## config.mk

```make
export PLATFORM = sky130hd
export DESIGN_NAME = capture_sequencer_flat
export DESIGN_NICKNAME = d
export VERILOG_FILES = /design/src/rtl/capture_sequencer_if.sv /design/src/rtl/capture_sequencer.sv /design/src/flat_wrapper.sv
export SDC_FILE = /design/constraint.sdc
export NUM_CORES = 1
export LEC_CHECK = 0
export BUFFER_PORTS_ARGS = -buffer_cell sky130_fd_sc_hd__buf_2
export CAP_MARGIN = 10
export CELL_PAD_IN_SITES_DETAIL_PLACEMENT = 1
export CELL_PAD_IN_SITES_GLOBAL_PLACEMENT = 1
export CORE_UTILIZATION = 43
export CTS_BUF_LIST = sky130_fd_sc_hd__clkbuf_8
export DETAILED_ROUTE_END_ITERATION = 8
export GPL_TIMING_DRIVEN = 0
export PLACE_DENSITY_LB_ADDON = 0.25
export SKIP_CTS_REPAIR_TIMING = 1
export SLEW_MARGIN = 20
export SYNTH_ARGS = -nofsm -noshare
export SYNTH_HDL_FRONTEND = slang
export SYNTH_SLANG_ARGS = --single-unit
```

## constraint.sdc

```tcl
create_clock -name clk -period 3.6 [get_ports clk]
set_input_delay 0.18 -clock clk [delete_from_list [all_inputs] [get_ports clk]]
set_output_delay 0.18 -clock clk [all_outputs]
set_load 0.05 [all_outputs]
```

## src/rtl/capture_sequencer_if.sv

```systemverilog
// ---------------------------------------------------------------------------
// capture_sequencer_if
// Bundles the host command/readout signals and the storage control signals
// of the capture sequencer.
//   master modport : host side. Drives the commands, trigger setup, sample
//                    stream, storage full flag and word requests. Observes
//                    the storage controls and status.
//   slave modport  : the sequencer itself.
// Signals:
//   start, abort, force_trig    one-cycle command pulses
//   trig_thresh[13:0]           unsigned magnitude threshold
//   timeout[TIMEOUT_BITS-1:0]   ARM timeout in cycles, 0 = wait forever
//   din_a[13:0], dec_rdy        channel A sample and its valid strobe
//   full                        storage full flag
//   host_req                    level, host wants the next word
//   load, rden_a, cntrl_bits    storage write enable, read advance, channel select
//   word_valid                  storage dout valid strobe
//   busy, done, trig_src, state_o  status
// ---------------------------------------------------------------------------
interface capture_sequencer_if #(
    parameter int TIMEOUT_BITS = 24
);
    logic                    start;
    logic                    abort;
    logic                    force_trig;
    logic [13:0]             trig_thresh;
    logic [TIMEOUT_BITS-1:0] timeout;
    logic [13:0]             din_a;
    logic                    dec_rdy;
    logic                    full;
    logic                    host_req;
    logic                    load;
    logic                    rden_a;
    logic [2:0]              cntrl_bits;
    logic                    word_valid;
    logic                    busy;
    logic                    done;
    logic                    trig_src;
    logic [2:0]              state_o;

    modport master (
        output start, abort, force_trig, trig_thresh, timeout,
               din_a, dec_rdy, full, host_req,
        input  load, rden_a, cntrl_bits, word_valid,
               busy, done, trig_src, state_o
    );

    modport slave (
        input  start, abort, force_trig, trig_thresh, timeout,
               din_a, dec_rdy, full, host_req,
        output load, rden_a, cntrl_bits, word_valid,
               busy, done, trig_src, state_o
    );
endinterface

```

## src/rtl/capture_sequencer.sv

```systemverilog
// ---------------------------------------------------------------------------
// capture_sequencer
// Control block for the synchronous capture storage. Arms on start, waits
// for a channel A threshold trigger (or a forced/timeout trigger), drives
// load until the storage reports full, then reads the storage out channel
// by channel, issuing one rden_a pulse per host word request and flagging
// the returned word with word_valid RD_LAT cycles later.
// Ports:
//   clk    system clock (also the storage clock)
//   rst_n  asynchronous active-low reset
//   bus    capture_sequencer_if.slave, all command/storage/status signals
// ---------------------------------------------------------------------------
module capture_sequencer #(
    parameter int NUM_CH       = 8,
    parameter int DEPTH_BITS   = 13,
    parameter int SETTLE_CYC   = 4,
    parameter int RD_LAT       = 2,
    parameter int TIMEOUT_BITS = 24
) (
    input  logic               clk,
    input  logic               rst_n,
    capture_sequencer_if.slave bus
);

    typedef enum logic [2:0] {
        ST_IDLE    = 3'd0,
        ST_ARM     = 3'd1,
        ST_CAPTURE = 3'd2,
        ST_SELECT  = 3'd3,
        ST_READ    = 3'd4,
        ST_DONE    = 3'd5
    } state_t;

    localparam int                     SET_W       = (SETTLE_CYC > 1) ? $clog2(SETTLE_CYC) : 1;
    localparam logic [DEPTH_BITS-1:0]  WORD_MAX    = {DEPTH_BITS{1'b1}};
    localparam logic [2:0]             LAST_CH     = 3'(NUM_CH - 1);
    localparam logic [SET_W-1:0]       SETTLE_LAST = SET_W'(SETTLE_CYC - 1);
    // Every latency stage except the last one. The last stage is the
    // word_valid cycle, in which the next read is allowed to be issued.
    localparam logic [RD_LAT-1:0]      EARLY_MASK  = {RD_LAT{1'b1}} >> 1;

    state_t                  state_reg, state_next;
    logic [TIMEOUT_BITS-1:0] tmo_cnt_reg, tmo_cnt_next;
    logic                    load_reg, load_next;
    logic                    rden_reg, rden_next;
    logic [RD_LAT-1:0]       pipe_reg, pipe_next, pipe_shift;
    logic [DEPTH_BITS-1:0]   word_cnt_reg, word_cnt_next;
    logic [2:0]              chan_reg, chan_next;
    logic [2:0]              cntrl_reg, cntrl_next;
    logic [SET_W-1:0]        settle_reg, settle_next;
    logic                    trig_src_reg, trig_src_next;

    logic [13:0]             din_neg, din_mag;
    logic [TIMEOUT_BITS-1:0] tmo_inc;
    logic                    thresh_hit, forced_hit, in_flight, word_valid;

    // |din_a| as unsigned; -8192 has no positive counterpart and saturates.
    assign din_neg = 14'd0 - bus.din_a;
    always_comb begin
        din_mag = bus.din_a;
        if (bus.din_a[13]) begin
            din_mag = (bus.din_a == 14'h2000) ? 14'h1FFF : din_neg;
        end
    end

    assign thresh_hit = bus.dec_rdy && (din_mag >= bus.trig_thresh);
    // The counter reaches the timeout value on the same edge that leaves ARM,
    // so CAPTURE starts exactly 'timeout' cycles after ARM entry.
    assign tmo_inc    = tmo_cnt_reg + TIMEOUT_BITS'(1);
    assign forced_hit = bus.force_trig || ((bus.timeout != '0) && (tmo_inc == bus.timeout));

    // Read latency shift register: stage 0 follows rden_a, the last stage is word_valid.
    assign pipe_shift[0] = rden_reg;
    for (genvar gi = 1; gi < RD_LAT; gi++) begin : g_pipe
        assign pipe_shift[gi] = pipe_reg[gi-1];
    end

    assign word_valid = pipe_reg[RD_LAT-1];
    assign in_flight  = rden_reg || ((pipe_reg & EARLY_MASK) != '0);

    always_comb begin
        state_next    = state_reg;
        tmo_cnt_next  = tmo_cnt_reg;
        load_next     = load_reg;
        rden_next     = 1'b0;
        pipe_next     = pipe_shift;
        word_cnt_next = word_cnt_reg;
        chan_next     = chan_reg;
        cntrl_next    = cntrl_reg;
        settle_next   = settle_reg;
        trig_src_next = trig_src_reg;

        case (state_reg)
            ST_IDLE, ST_DONE: begin
                if (bus.start) begin
                    state_next   = ST_ARM;
                    tmo_cnt_next = '0;
                end
            end
            ST_ARM: begin
                tmo_cnt_next = tmo_inc;
                // Threshold wins over forced/timeout in the same cycle.
                if (thresh_hit) begin
                    state_next    = ST_CAPTURE;
                    trig_src_next = 1'b0;
                end else if (forced_hit) begin
                    state_next    = ST_CAPTURE;
                    trig_src_next = 1'b1;
                end
            end
            ST_CAPTURE: begin
                // full only counts once load is high, so load always pulses
                // for at least one cycle even if full is already set.
                if (load_reg && bus.full) begin
                    load_next   = 1'b0;
                    state_next  = ST_SELECT;
                    chan_next   = 3'd0;
                    cntrl_next  = 3'd0;
                    settle_next = '0;
                end else begin
                    load_next = 1'b1;
                end
            end
            ST_SELECT: begin
                if (settle_reg == SETTLE_LAST) begin
                    state_next    = ST_READ;
                    word_cnt_next = '0;
                    settle_next   = '0;
                end else begin
                    settle_next = settle_reg + SET_W'(1);
                end
            end
            ST_READ: begin
                if (bus.host_req && !in_flight && (word_cnt_reg != WORD_MAX)) begin
                    rden_next     = 1'b1;
                    word_cnt_next = word_cnt_reg + DEPTH_BITS'(1);
                end
                // word_cnt counts issued reads, so it already equals WORD_MAX
                // when the last word of the channel comes back.
                if (word_valid && (word_cnt_reg == WORD_MAX)) begin
                    if (chan_reg != LAST_CH) begin
                        chan_next   = chan_reg + 3'd1;
                        cntrl_next  = chan_reg + 3'd1;
                        settle_next = '0;
                        state_next  = ST_SELECT;
                    end else begin
                        state_next = ST_DONE;
                    end
                end
            end
            default: begin
                state_next = ST_IDLE;
            end
        endcase

        if (bus.abort) begin
            state_next    = ST_IDLE;
            tmo_cnt_next  = '0;
            load_next     = 1'b0;
            rden_next     = 1'b0;
            pipe_next     = '0;
            word_cnt_next = '0;
            chan_next     = 3'd0;
            cntrl_next    = 3'd0;
            settle_next   = '0;
        end
    end

    always_ff @(posedge clk or negedge rst_n) begin
        if (!rst_n) begin
            state_reg    <= ST_IDLE;
            tmo_cnt_reg  <= '0;
            load_reg     <= 1'b0;
            rden_reg     <= 1'b0;
            pipe_reg     <= '0;
            word_cnt_reg <= '0;
            chan_reg     <= 3'd0;
            cntrl_reg    <= 3'd0;
            settle_reg   <= '0;
            trig_src_reg <= 1'b0;
        end else begin
            state_reg    <= state_next;
            tmo_cnt_reg  <= tmo_cnt_next;
            load_reg     <= load_next;
            rden_reg     <= rden_next;
            pipe_reg     <= pipe_next;
            word_cnt_reg <= word_cnt_next;
            chan_reg     <= chan_next;
            cntrl_reg    <= cntrl_next;
            settle_reg   <= settle_next;
            trig_src_reg <= trig_src_next;
        end
    end

    assign bus.load       = load_reg;
    assign bus.rden_a     = rden_reg;
    assign bus.cntrl_bits = cntrl_reg;
    assign bus.word_valid = word_valid;
    assign bus.busy       = (state_reg != ST_IDLE) && (state_reg != ST_DONE);
    assign bus.done       = (state_reg == ST_DONE);
    assign bus.trig_src   = trig_src_reg;
    assign bus.state_o    = state_reg;

endmodule

```

## src/flat_wrapper.sv

```systemverilog
// flat-port wrapper written by rule: the top's interface ports become plain ports
module capture_sequencer_flat 
#(
    parameter int NUM_CH       = 8,
    parameter int DEPTH_BITS   = 13,
    parameter int SETTLE_CYC   = 4,
    parameter int RD_LAT       = 2,
    parameter int TIMEOUT_BITS = 24
)
  (clk, rst_n, bus_start, bus_abort, bus_force_trig, bus_trig_thresh, bus_timeout, bus_din_a, bus_dec_rdy, bus_full, bus_host_req, bus_load, bus_rden_a, bus_cntrl_bits, bus_word_valid, bus_busy, bus_done, bus_trig_src, bus_state_o);
  capture_sequencer_if #(.TIMEOUT_BITS(TIMEOUT_BITS)) bus_i ();
  input  logic clk;
  input  logic rst_n;
  input wire logic [$bits(bus_i.start)-1:0] bus_start;
  input wire logic [$bits(bus_i.abort)-1:0] bus_abort;
  input wire logic [$bits(bus_i.force_trig)-1:0] bus_force_trig;
  input wire logic [$bits(bus_i.trig_thresh)-1:0] bus_trig_thresh;
  input wire logic [$bits(bus_i.timeout)-1:0] bus_timeout;
  input wire logic [$bits(bus_i.din_a)-1:0] bus_din_a;
  input wire logic [$bits(bus_i.dec_rdy)-1:0] bus_dec_rdy;
  input wire logic [$bits(bus_i.full)-1:0] bus_full;
  input wire logic [$bits(bus_i.host_req)-1:0] bus_host_req;
  output wire logic [$bits(bus_i.load)-1:0] bus_load;
  output wire logic [$bits(bus_i.rden_a)-1:0] bus_rden_a;
  output wire logic [$bits(bus_i.cntrl_bits)-1:0] bus_cntrl_bits;
  output wire logic [$bits(bus_i.word_valid)-1:0] bus_word_valid;
  output wire logic [$bits(bus_i.busy)-1:0] bus_busy;
  output wire logic [$bits(bus_i.done)-1:0] bus_done;
  output wire logic [$bits(bus_i.trig_src)-1:0] bus_trig_src;
  output wire logic [$bits(bus_i.state_o)-1:0] bus_state_o;
  assign bus_i.start = bus_start;
  assign bus_i.abort = bus_abort;
  assign bus_i.force_trig = bus_force_trig;
  assign bus_i.trig_thresh = bus_trig_thresh;
  assign bus_i.timeout = bus_timeout;
  assign bus_i.din_a = bus_din_a;
  assign bus_i.dec_rdy = bus_dec_rdy;
  assign bus_i.full = bus_full;
  assign bus_i.host_req = bus_host_req;
  assign bus_load = bus_i.load;
  assign bus_rden_a = bus_i.rden_a;
  assign bus_cntrl_bits = bus_i.cntrl_bits;
  assign bus_word_valid = bus_i.word_valid;
  assign bus_busy = bus_i.busy;
  assign bus_done = bus_i.done;
  assign bus_trig_src = bus_i.trig_src;
  assign bus_state_o = bus_i.state_o;
  capture_sequencer #(.NUM_CH(NUM_CH), .DEPTH_BITS(DEPTH_BITS), .SETTLE_CYC(SETTLE_CYC), .RD_LAT(RD_LAT), .TIMEOUT_BITS(TIMEOUT_BITS)) u_core (.clk(clk), .rst_n(rst_n), .bus(bus_i));
endmodule
```

# Word-level counts from Yosys, hierarchy flattened
# Cells that the tools add are included.
# Widths: inputs -> output; s select.
dict set report op_classes {
  n_addsub 5
  muxes 38
  n_eq_ne 19
  n_lt_le_gt_ge 1
  reduce_logical 26
}
# cell n
set op_table {}
lappend op_table {{$mux 24} 2}
lappend op_table {{$pmux 24 s2} 1}
lappend op_table {{$mux 13} 3}
lappend op_table {{$mux 3} 12}
lappend op_table {{$mux 14} 2}
lappend op_table {{$pmux 13 s2} 1}
lappend op_table {{$add 24x1->24 const B} 1}
lappend op_table {{$eq 24x24->1} 1}
lappend op_table {{$reduce_bool 24->1} 1}
lappend op_table {{$ne 3x2->1 const B} 5}
lappend op_table {{$pmux 3 s5} 1}
lappend op_table {{$eq 14x14->1 const B} 1}
lappend op_table {{$ge 14x14->1} 1}
lappend op_table {{$sub 1x14->14 const A} 1}
lappend op_table {{$add 13x1->13 const B} 1}
lappend op_table {{$eq 13x13->1 const B} 1}
lappend op_table {{$ne 13x13->1 const B} 1}
lappend op_table {{$mux 2} 6}
lappend op_table {{$reduce_bool 3->1} 4}
lappend op_table {{$ne 3x3->1 const B} 3}
lappend op_table {{$mux 1} 8}
lappend op_table {{$reduce_and 4->1} 2}
lappend op_table {{$logic_and 1x1->1} 7}
lappend op_table {{$eq 3x2->1 const B} 2}
lappend op_table {{other kinds (17)} 21}
dict set report totals {
  regBits 50
  in_bits 60
  wordCells 98
}

# Depth between registers and ports, before layout
# Gate-level depths: netlist (run 1).
dict set report logic_depth {
  ltp_word 8
  mapped_depth 18
  depth_no_buf 18
}

# Worst setup path after synthesis (run 1)
# Ideal clock, no wire load.
dict set report synth_path {
  kind {in2reg}
  start {input port bus_din_a[1]}
  end {register u_core.state_reg[2] (netlist: u_core.bus.state_o[2])}
  path_slack_ns 0.039
  t_arrival_ns 3.496
  required_time_ns 3.535
  path_stages 15
  n_path_buf 0
  path_cell_list {or3_1 > or4_1 > or4_1 > o31ai_1 > xor2_1 > nand2_1 > ha_1 > nand2_1 > o211ai_1 > a211oi_1 > o21ai_0 > nor3b_1 > nor4_1 > nor2b_1 > o211a_1}
}
dict set report synth_between {
  elab_chain_len 8
}
# element line_no
set synth_rtl {}
lappend synth_rtl {{start, declared} flat_wrapper.sv:19} ;# input wire logic [$bits(bus_i.din_a)-1:0] bus_din_a;
lappend synth_rtl {{$sub 1x14->14 or $eq 14x14->1 (tied branches)} {capture_sequencer.sv:58, capture_sequencer.sv:62}}
lappend synth_rtl {{$mux 14} capture_sequencer.sv:62} ;# din_mag = (bus.din_a == 14'h2000) ? 14'h1FFF : din_neg;
lappend synth_rtl {{$mux 14 (*)} capture_sequencer.sv:61} ;# if (bus.din_a[13]) begin
lappend synth_rtl {{$ge 14x14->1 (*)} capture_sequencer.sv:66} ;# assign thresh_hit = bus.dec_rdy && (din_mag >= bus.trig_thresh);
lappend synth_rtl {{$logic_and 1x1->1 (*)} capture_sequencer.sv:66}
lappend synth_rtl {{$mux 3} capture_sequencer.sv:103} ;# if (thresh_hit) begin
lappend synth_rtl {{$pmux 3 s5} capture_sequencer.sv:93} ;# case (state_reg)
lappend synth_rtl {{$mux 3} capture_sequencer.sv:156} ;# if (bus.abort) begin
lappend synth_rtl {{end signal, assigned} capture_sequencer.sv:182} ;# state_reg <= state_next;
lappend synth_rtl {{end, declared} capture_sequencer.sv:42} ;# state_t state_reg, state_next;
# Every way passes the cells marked *; elsewhere a longest branch is shown, timed or not.
# A chain may end at the register's enable or synchronous reset.

# Final worst setup path (run 1)
# Same ends and word-level chain as after synthesis.

==> results by group, run 1 <==
Finish
  – Fin nets: 692
  – Most common cell after layout, fill and taps aside: buf_2
  – Share of post-route cells with drive strength above 1: 18.27%
  – Finished Layout Cells: 742
  – Final instance area: 4896 um^2
  – Layout Utilization: 52.74%
  – Ant diodes: 0
  – Area grow syn2layout: 18.32%
  – Most frequent cells in the layout: buf_2 (73), nand2_1 (71), o21ai_0 (67)
  – Max reg flops: 24

Logic synthesis
  – Asr flop ratio synth: 100.0%
  – Cell Area, Synth: 4138 um^2
  – Synthesis warning total: 0
  – Yosys reg bits: 50
  – Synth unique cells: 57
  – Synth Flop Type: dfrtp_1
  – Sequential fraction of the synthesis area: 30.24%
  – Post-synth EDFFs: 0
  – Syn nets: 611
  – Gate count of the mapped netlist: 531
  – Avg Inst Size Synth: 7.792 um^2

Worst setup path
  – Crit path buffers/inverters: 1
  – Req. time, crit path: 3.87 ns
  – CP endpoint kind: register
  – Largest stage delay on the critical path: 0.48 ns
  – Largest delay share family, worst path: simple AND/OR/NAND/NOR gates
  – Crit path cell chain: buf_6 -> or3_4 -> or4_4 -> or4_4 -> o31ai_4 -> xor2_1 -> nand2_1 -> ha_4 -> nand2_2 -> o211ai_1 -> a211oi_1 -> o21ai_1 -> nor3b_2 -> nor4_2 -> nor2b_4 -> o211a_1
  – Slowest cell on crit path: or4_4
  – Crit start category: input pin
  – Setup Crit Path Kind: input pin to register
  – Crit-path max FO: 4
  – CP Data Arrival Time: 3.84 ns
  – Worst path most repeated cell: or4_4

Detailed routing
  – Avg WL per Cell: 17.61 um
  – Vias per cell: 5.951
  – WL final: 13070 um
  – Antenna Nets Post-Route: 0
  – Detailed Routing Iterations Pass 1: 4
  – Vias post-DR: 4416
  – DR iter-0 viols: 251
  – DRC Markers: 0

Place
  – Pre-CTS setup slack: -0.9332 ns
  – Placed Cells incl. Taps: 731
  – PortBufs: 71
  – Routability Congestion: 0.8573
  – Hpwl dp: 9915 um
  – Placement Cell Area: 4657 um^2

Clock network
  – CTS buffer count: 5
  – Clk slew on worst S/H paths: 0.11 ns
  – Max Root-Sink Buffers: 2
  – CTS Root Cell: clkbuf_8
  – Clk_lat worst skew: 0.32 ns
  – Clk sinks: 50
  – H-tree levels: 2
  – CTS tree: built

Pwr
  – Pwr Total: 1.860 mW
  – Pwr/cell area: 380.0 nW/um^2
  – P_leak: 2.216 nW
  – Peak supply drop: 0.2076 mV

STA
  – Final Cycle Share: 99.29%
  – Worst Skew: 0.006501 ns
  – Final setup margin: 0.02541 ns
  – Final hold violation count: 0
  – Fmax: 0.2798 GHz
  – Slew at the pin with the worst max-slew slack: 0.9108 ns
  – # setup viols final: 0
  – Slew Viols, Final: 0
  – Final min period: 3.575 ns
  – Max-Slew Margin vs Limit: 38.81%
  – RSZ-0062 raised after global routing: yes

Job
  – Maxcap violations: 0

Die
  – Die height: 100.1 um
  – Die width: 100.1 um
  – FP Rows: 35
  – IO Count: 72
  – Total core area: 9284 um^2
  – Die area: 10020 um^2
  – Initial core utilization: 44.57%

Min path
  – Worst hold-check path type: input pin to register

Run status
  – Status: complete, no violations

GRT
  – Largest net degree at the start of global routing: 51
  – Vias in the first global route: 4479
  – Gr ovfl total: 0
  – Initial antenna violation count: 0
  – Total GRT Usage: 26.91%
  – First-pass GRT wire length: 21380 um
==> worst reg2reg max path, stage by stage, from the launching register on <==
cell and delay (ns):
dfrtp_1 0.51, ha_1 0.20, buf_2 0.18, nand4_1 0.29
nor4_1 0.65, and3_1 0.31, xnor2_1 0.15, nand3_1 0.13
nor4_2 0.50, nor2b_4 0.09, a211o_1 0.29
==> synth_stat cells (3+ instances only) <==
| cell | number | area, um^2 |
|---|---|---|
| a21o_1 | 3 | 22.52 |
| nor2b_1 | 9 | 56.30 |
| o21ai_0 | 70 | 350.3 |
| o31ai_1 | 15 | 112.6 |
| o2111ai_1 | 4 | 35.03 |
| a2111oi_0 | 3 | 26.28 |
| nand2b_1 | 4 | 25.02 |
| nor2_1 | 40 | 150.1 |
| xnor2_1 | 28 | 245.2 |
| xor2_1 | 15 | 131.4 |
| o211ai_1 | 3 | 22.52 |
| and2_1 | 5 | 31.28 |
| ha_1 | 20 | 250.2 |
| nand4_1 | 9 | 56.30 |
| buf_2 | 5 | 25.02 |
| clkbuf_1 | 14 | 52.55 |
| nor4_1 | 15 | 93.84 |
| or4_1 | 3 | 22.52 |
| nor3b_1 | 3 | 22.52 |
| a31oi_1 | 6 | 37.54 |
| or3_1 | 5 | 31.28 |
| nor3_1 | 10 | 50.05 |
| nand2_1 | 74 | 277.8 |
| dfrtp_1 | 50 | 1251 |
| a21oi_1 | 22 | 110.1 |
| and3_1 | 14 | 87.58 |
| nand3_1 | 18 | 90.09 |
| inv_1 | 24 | 90.09 |
==> area by class of cell <==
cell class / instances / area (um^2)
Sequential cell: 50 / 1251
Timing Repair Buffer: 74 / 395.4
Fill cell: 1199 / 4388
Clock inverter: 3 / 28.78
Tap cell: 129 / 161.4
Buffer: 22 / 92.59
Inverter: 25 / 93.84
Multi-Input combinational cell: 434 / 2804
Clock buffer: 5 / 68.82
==> metal layers <==
metal  GRT usage, %  up-vias  routed length, um
li1               -     2080                  -
met1          34.60     2200               5823
met2          47.16      113               6480
met3          2.925       23                538
met4          8.919        0                223
met5              0        -                  0
==> path summary, 6_finish.rpt <==
path                                       startpoint                endpoint  slack, ns  cells after the start
worst max-delay path                     bus_din_a[1]   u_core.bus.state_o[2]       0.03                     16
worst min register to register   u_core.settle_reg[1]    u_core.settle_reg[1]       0.50                      2
worst min-delay path                         bus_full         u_core.bus.load       0.22                      4
max in group asynchronous                       rst_n  u_core.tmo_cnt_reg[14]       2.71                      2
worst max register to register  u_core.tmo_cnt_reg[0]   u_core.bus.state_o[0]       0.19                     10
min in group asynchronous                       rst_n  u_core.word_cnt_reg[9]       0.42                      2
==> power by group <==
group          total (mW)  switching, mW  internal [mW]
clock network       0.380          0.234          0.146
logic               0.824          0.571          0.252
registers           0.657         0.0545          0.602
total                1.86          0.860           1.00
==> through the flow <==
step                      hold slack [ns]  setup TNS [ns]
after detailed placement           0.2579          -3.072
after CTS                        -0.09598          -1.776
after global routing               0.2276         -0.1191
after floorplan                   -0.1156               0
after global placement             0.4743          -1.989
final                              0.2161               0
==> cell families after synthesis <==
family / Yosys count / synth area share, %
adders and majority gates: 20 / 6.048
DFF: 50 / 30.24
xor gates and xnor gates: 43 / 9.102
AOI/OAI and AO/OA: 142 / 20.62
buffers and inverters: 47 / 4.506
muxes: 3 / 0.7560
and+or+nand+nor: 226 / 28.73
No activity file was read; power rests on OpenSTA's default activity.
==> inputs of run 2 (changes only) <==
- CORE_UTILIZATION: 43 -> 32
==> run 2 against run 1 <==
Design area rose by 1.0%. Critical path depth did not move. First-iteration DRC count fell by 53%. Clock-buffer cell count rose by 1.
==> results by group, run 2 (synthesis gave the netlist of run 1 again) <==
Run status
  – Status: complete, no violations

Worst setup path
  – CP endpoint kind: register
  – Worst Reg2Reg Path Length in Cells: 10
  – Crit path cell chain: buf_6 -> or3_4 -> or4_4 -> or4_4 -> o31ai_4 -> xor2_1 -> nand2_1 -> ha_4 -> nand2_2 -> o211ai_1 -> a211oi_1 -> o21ai_1 -> nor3b_4 -> nor4_4 -> nor2b_4 -> o211a_1
  – Worst path most repeated cell: or4_4
  – Setup Crit Path Kind: input pin to register
  – Largest stage delay on the critical path: 0.54 ns
  – Crit-path max FO: 4
  – Crit path buffers/inverters: 1
  – Slowest cell on crit path: or4_4
  – CP Data Arrival Time: 3.73 ns
  – Largest delay share family, worst path: simple AND/OR/NAND/NOR gates
  – Crit start category: input pin
  – Req. time, crit path: 3.87 ns
  – Worst path depth: 16

Die
  – Die height: 115.7 um
  – Die area: 13390 um^2
  – Die width: 115.7 um
  – Initial core utilization: 32.79%
  – Total core area: 12620 um^2
  – IO Count: 72
  – FP Rows: 41

Detailed routing
  – WL final: 12920 um
  – Vias post-DR: 4244
  – Vias per cell: 5.413
  – DRC Markers: 0
  – Detailed Routing Iterations Pass 1: 4
  – Antenna Nets Post-Route: 0
  – DR iter-0 viols: 117
  – Avg WL per Cell: 16.47 um

GRT
  – Total GRT Usage: 19.70%
  – Vias in the first global route: 4399
  – Gr ovfl total: 0
  – Initial antenna violation count: 0
  – First-pass GRT wire length: 20840 um
  – Largest net degree at the start of global routing: 51

STA
  – Worst Skew: 0.005961 ns
  – Slew at the pin with the worst max-slew slack: 0.8844 ns
  – Final hold violation count: 0
  – Max-Slew Margin vs Limit: 40.59%
  – Sum Neg Setup Slack: 0 ns
  – Slew Viols, Final: 0
  – Final Cycle Share: 96.14%
  – Hold slack: 0.2043 ns
  – RSZ-0062 raised after global routing: yes
  – Fmax: 0.2889 GHz
  – # setup viols final: 0
  – Final min period: 3.461 ns

Clock network
  – Clk_lat worst skew: 0.32 ns
  – Clk slew on worst S/H paths: 0.10 ns
  – H-tree levels: 2
  – CTS Root Cell: clkbuf_8
  – Clk sinks: 50
  – CTS buffer count: 5
  – Max Root-Sink Buffers: 2
  – CTS tree: built

Finish
  – Fin nets: 691
  – Final instance area: 4946 um^2
  – Max reg flops: 24
  – Layout fillers: 1595
  – Area grow syn2layout: 19.53%
  – Share of post-route cells with drive strength above 1: 17.81%
  – Ant diodes: 0
  – Most frequent cells in the layout: buf_2 (73), nand2_1 (71), o21ai_0 (68)
  – Most common cell after layout, fill and taps aside: buf_2

Min path
  – Worst hold-check path type: input pin to register
  – Worst Hold Depth: 4

Place
  – Placement Cell Area: 4711 um^2
  – Routability Congestion: 0.7872
  – Hpwl dp: 9978 um
  – PortBufs: 71

Pwr
  – Sw Share: 45.05%
  – Comb pwr share: 44.2%
  – Share of power burned in registers: 35.4%
  – Peak supply drop: 0.1573 mV
  – Pint: 1.015 mW
  – Switching pwr: 0.8323 mW
  – P_leak: 2.208 nW
  – Pwr/cell area: 373.5 nW/um^2
  – Clock power share: 20.4%

Job
  – Maxcap violations: 0
==> run 2: routing by layer <==
| metal | global-route usage [%] | up-vias | wire length, um |
|---|---|---|---|
| met4 | 6.410 | 0 | 280 |
| li1 | - | 2073 | - |
| met2 | 36.17 | 62 | 6545 |
| met5 | 0 | - | 0 |
| met1 | 23.28 | 2085 | 5737 |
| met3 | 3.243 | 24 | 353 |
==> run 2: power by group through the flow <==
stage | registers (mW) | clock network [mW] | logic [mW]
CTS | 0.655 | 0.389 | 0.803
global route | 0.661 | 0.411 | 0.898
finish | 0.653 | 0.377 | 0.817
floorplan | 0.753 | 0 | 0.445
detailed placement | 0.666 | 0 | 0.799
global placement | 0.662 | 0 | 0.778
==> run 2: tightest hold or removal path: cells and delay by family <==
family / cells / cell delay (ns)
buffers and inverters: 1 / 0.08
AND/OR/NAND/NOR: 3 / 0.23
==> run 2: metrics by stage <==
| step | power [mW] | setup WS, ns | cells | utilization (%) |
|---|---|---|---|---|
| 2_1_floorplan | 1.198 | 0.03904 | 531 | - |
| 5_1_grt | 1.970 | -0.07759 | 784 | 39.19 |
| 4_1_cts | 1.847 | -0.4594 | 782 | 38.12 |
| 3_5_place_dp | 1.465 | -0.7751 | 774 | 37.33 |
| 6_report | 1.847 | 0.1389 | 784 | 39.19 |
| 3_3_place_gp | 1.440 | -0.6504 | 774 | 37.31 |
==> run 2: area by class of cell <==
class | count | area [um^2] | area share, %
multi-input combinational | 434 | 2805 | 56.72
sequential | 50 | 1251 | 25.30
timing repair buffer | 73 | 387.9 | 7.842
tap | 172 | 215.2 | 4.351
inverter | 25 | 93.84 | 1.897
buffer | 22 | 92.59 | 1.872
clock buffer | 6 | 82.58 | 1.670
clock inverter | 2 | 17.52 | 0.3542
==> run 2: path summary, 6_finish.rpt <==
kind / startpoint / end / slack, ns
worst max-delay path: bus_din_a[1] / u_core.bus.state_o[2] / 0.14
worst min-delay path: bus_full / u_core.bus.load / 0.20
worst max register to register: u_core.tmo_cnt_reg[0] / u_core.bus.state_o[0] / 0.25
worst min register to register: u_core.settle_reg[0] / u_core.settle_reg[0] / 0.51
max in group asynchronous: rst_n / u_core.tmo_cnt_reg[23] / 2.70
min in group asynchronous: rst_n / u_core.settle_reg[0] / 0.44
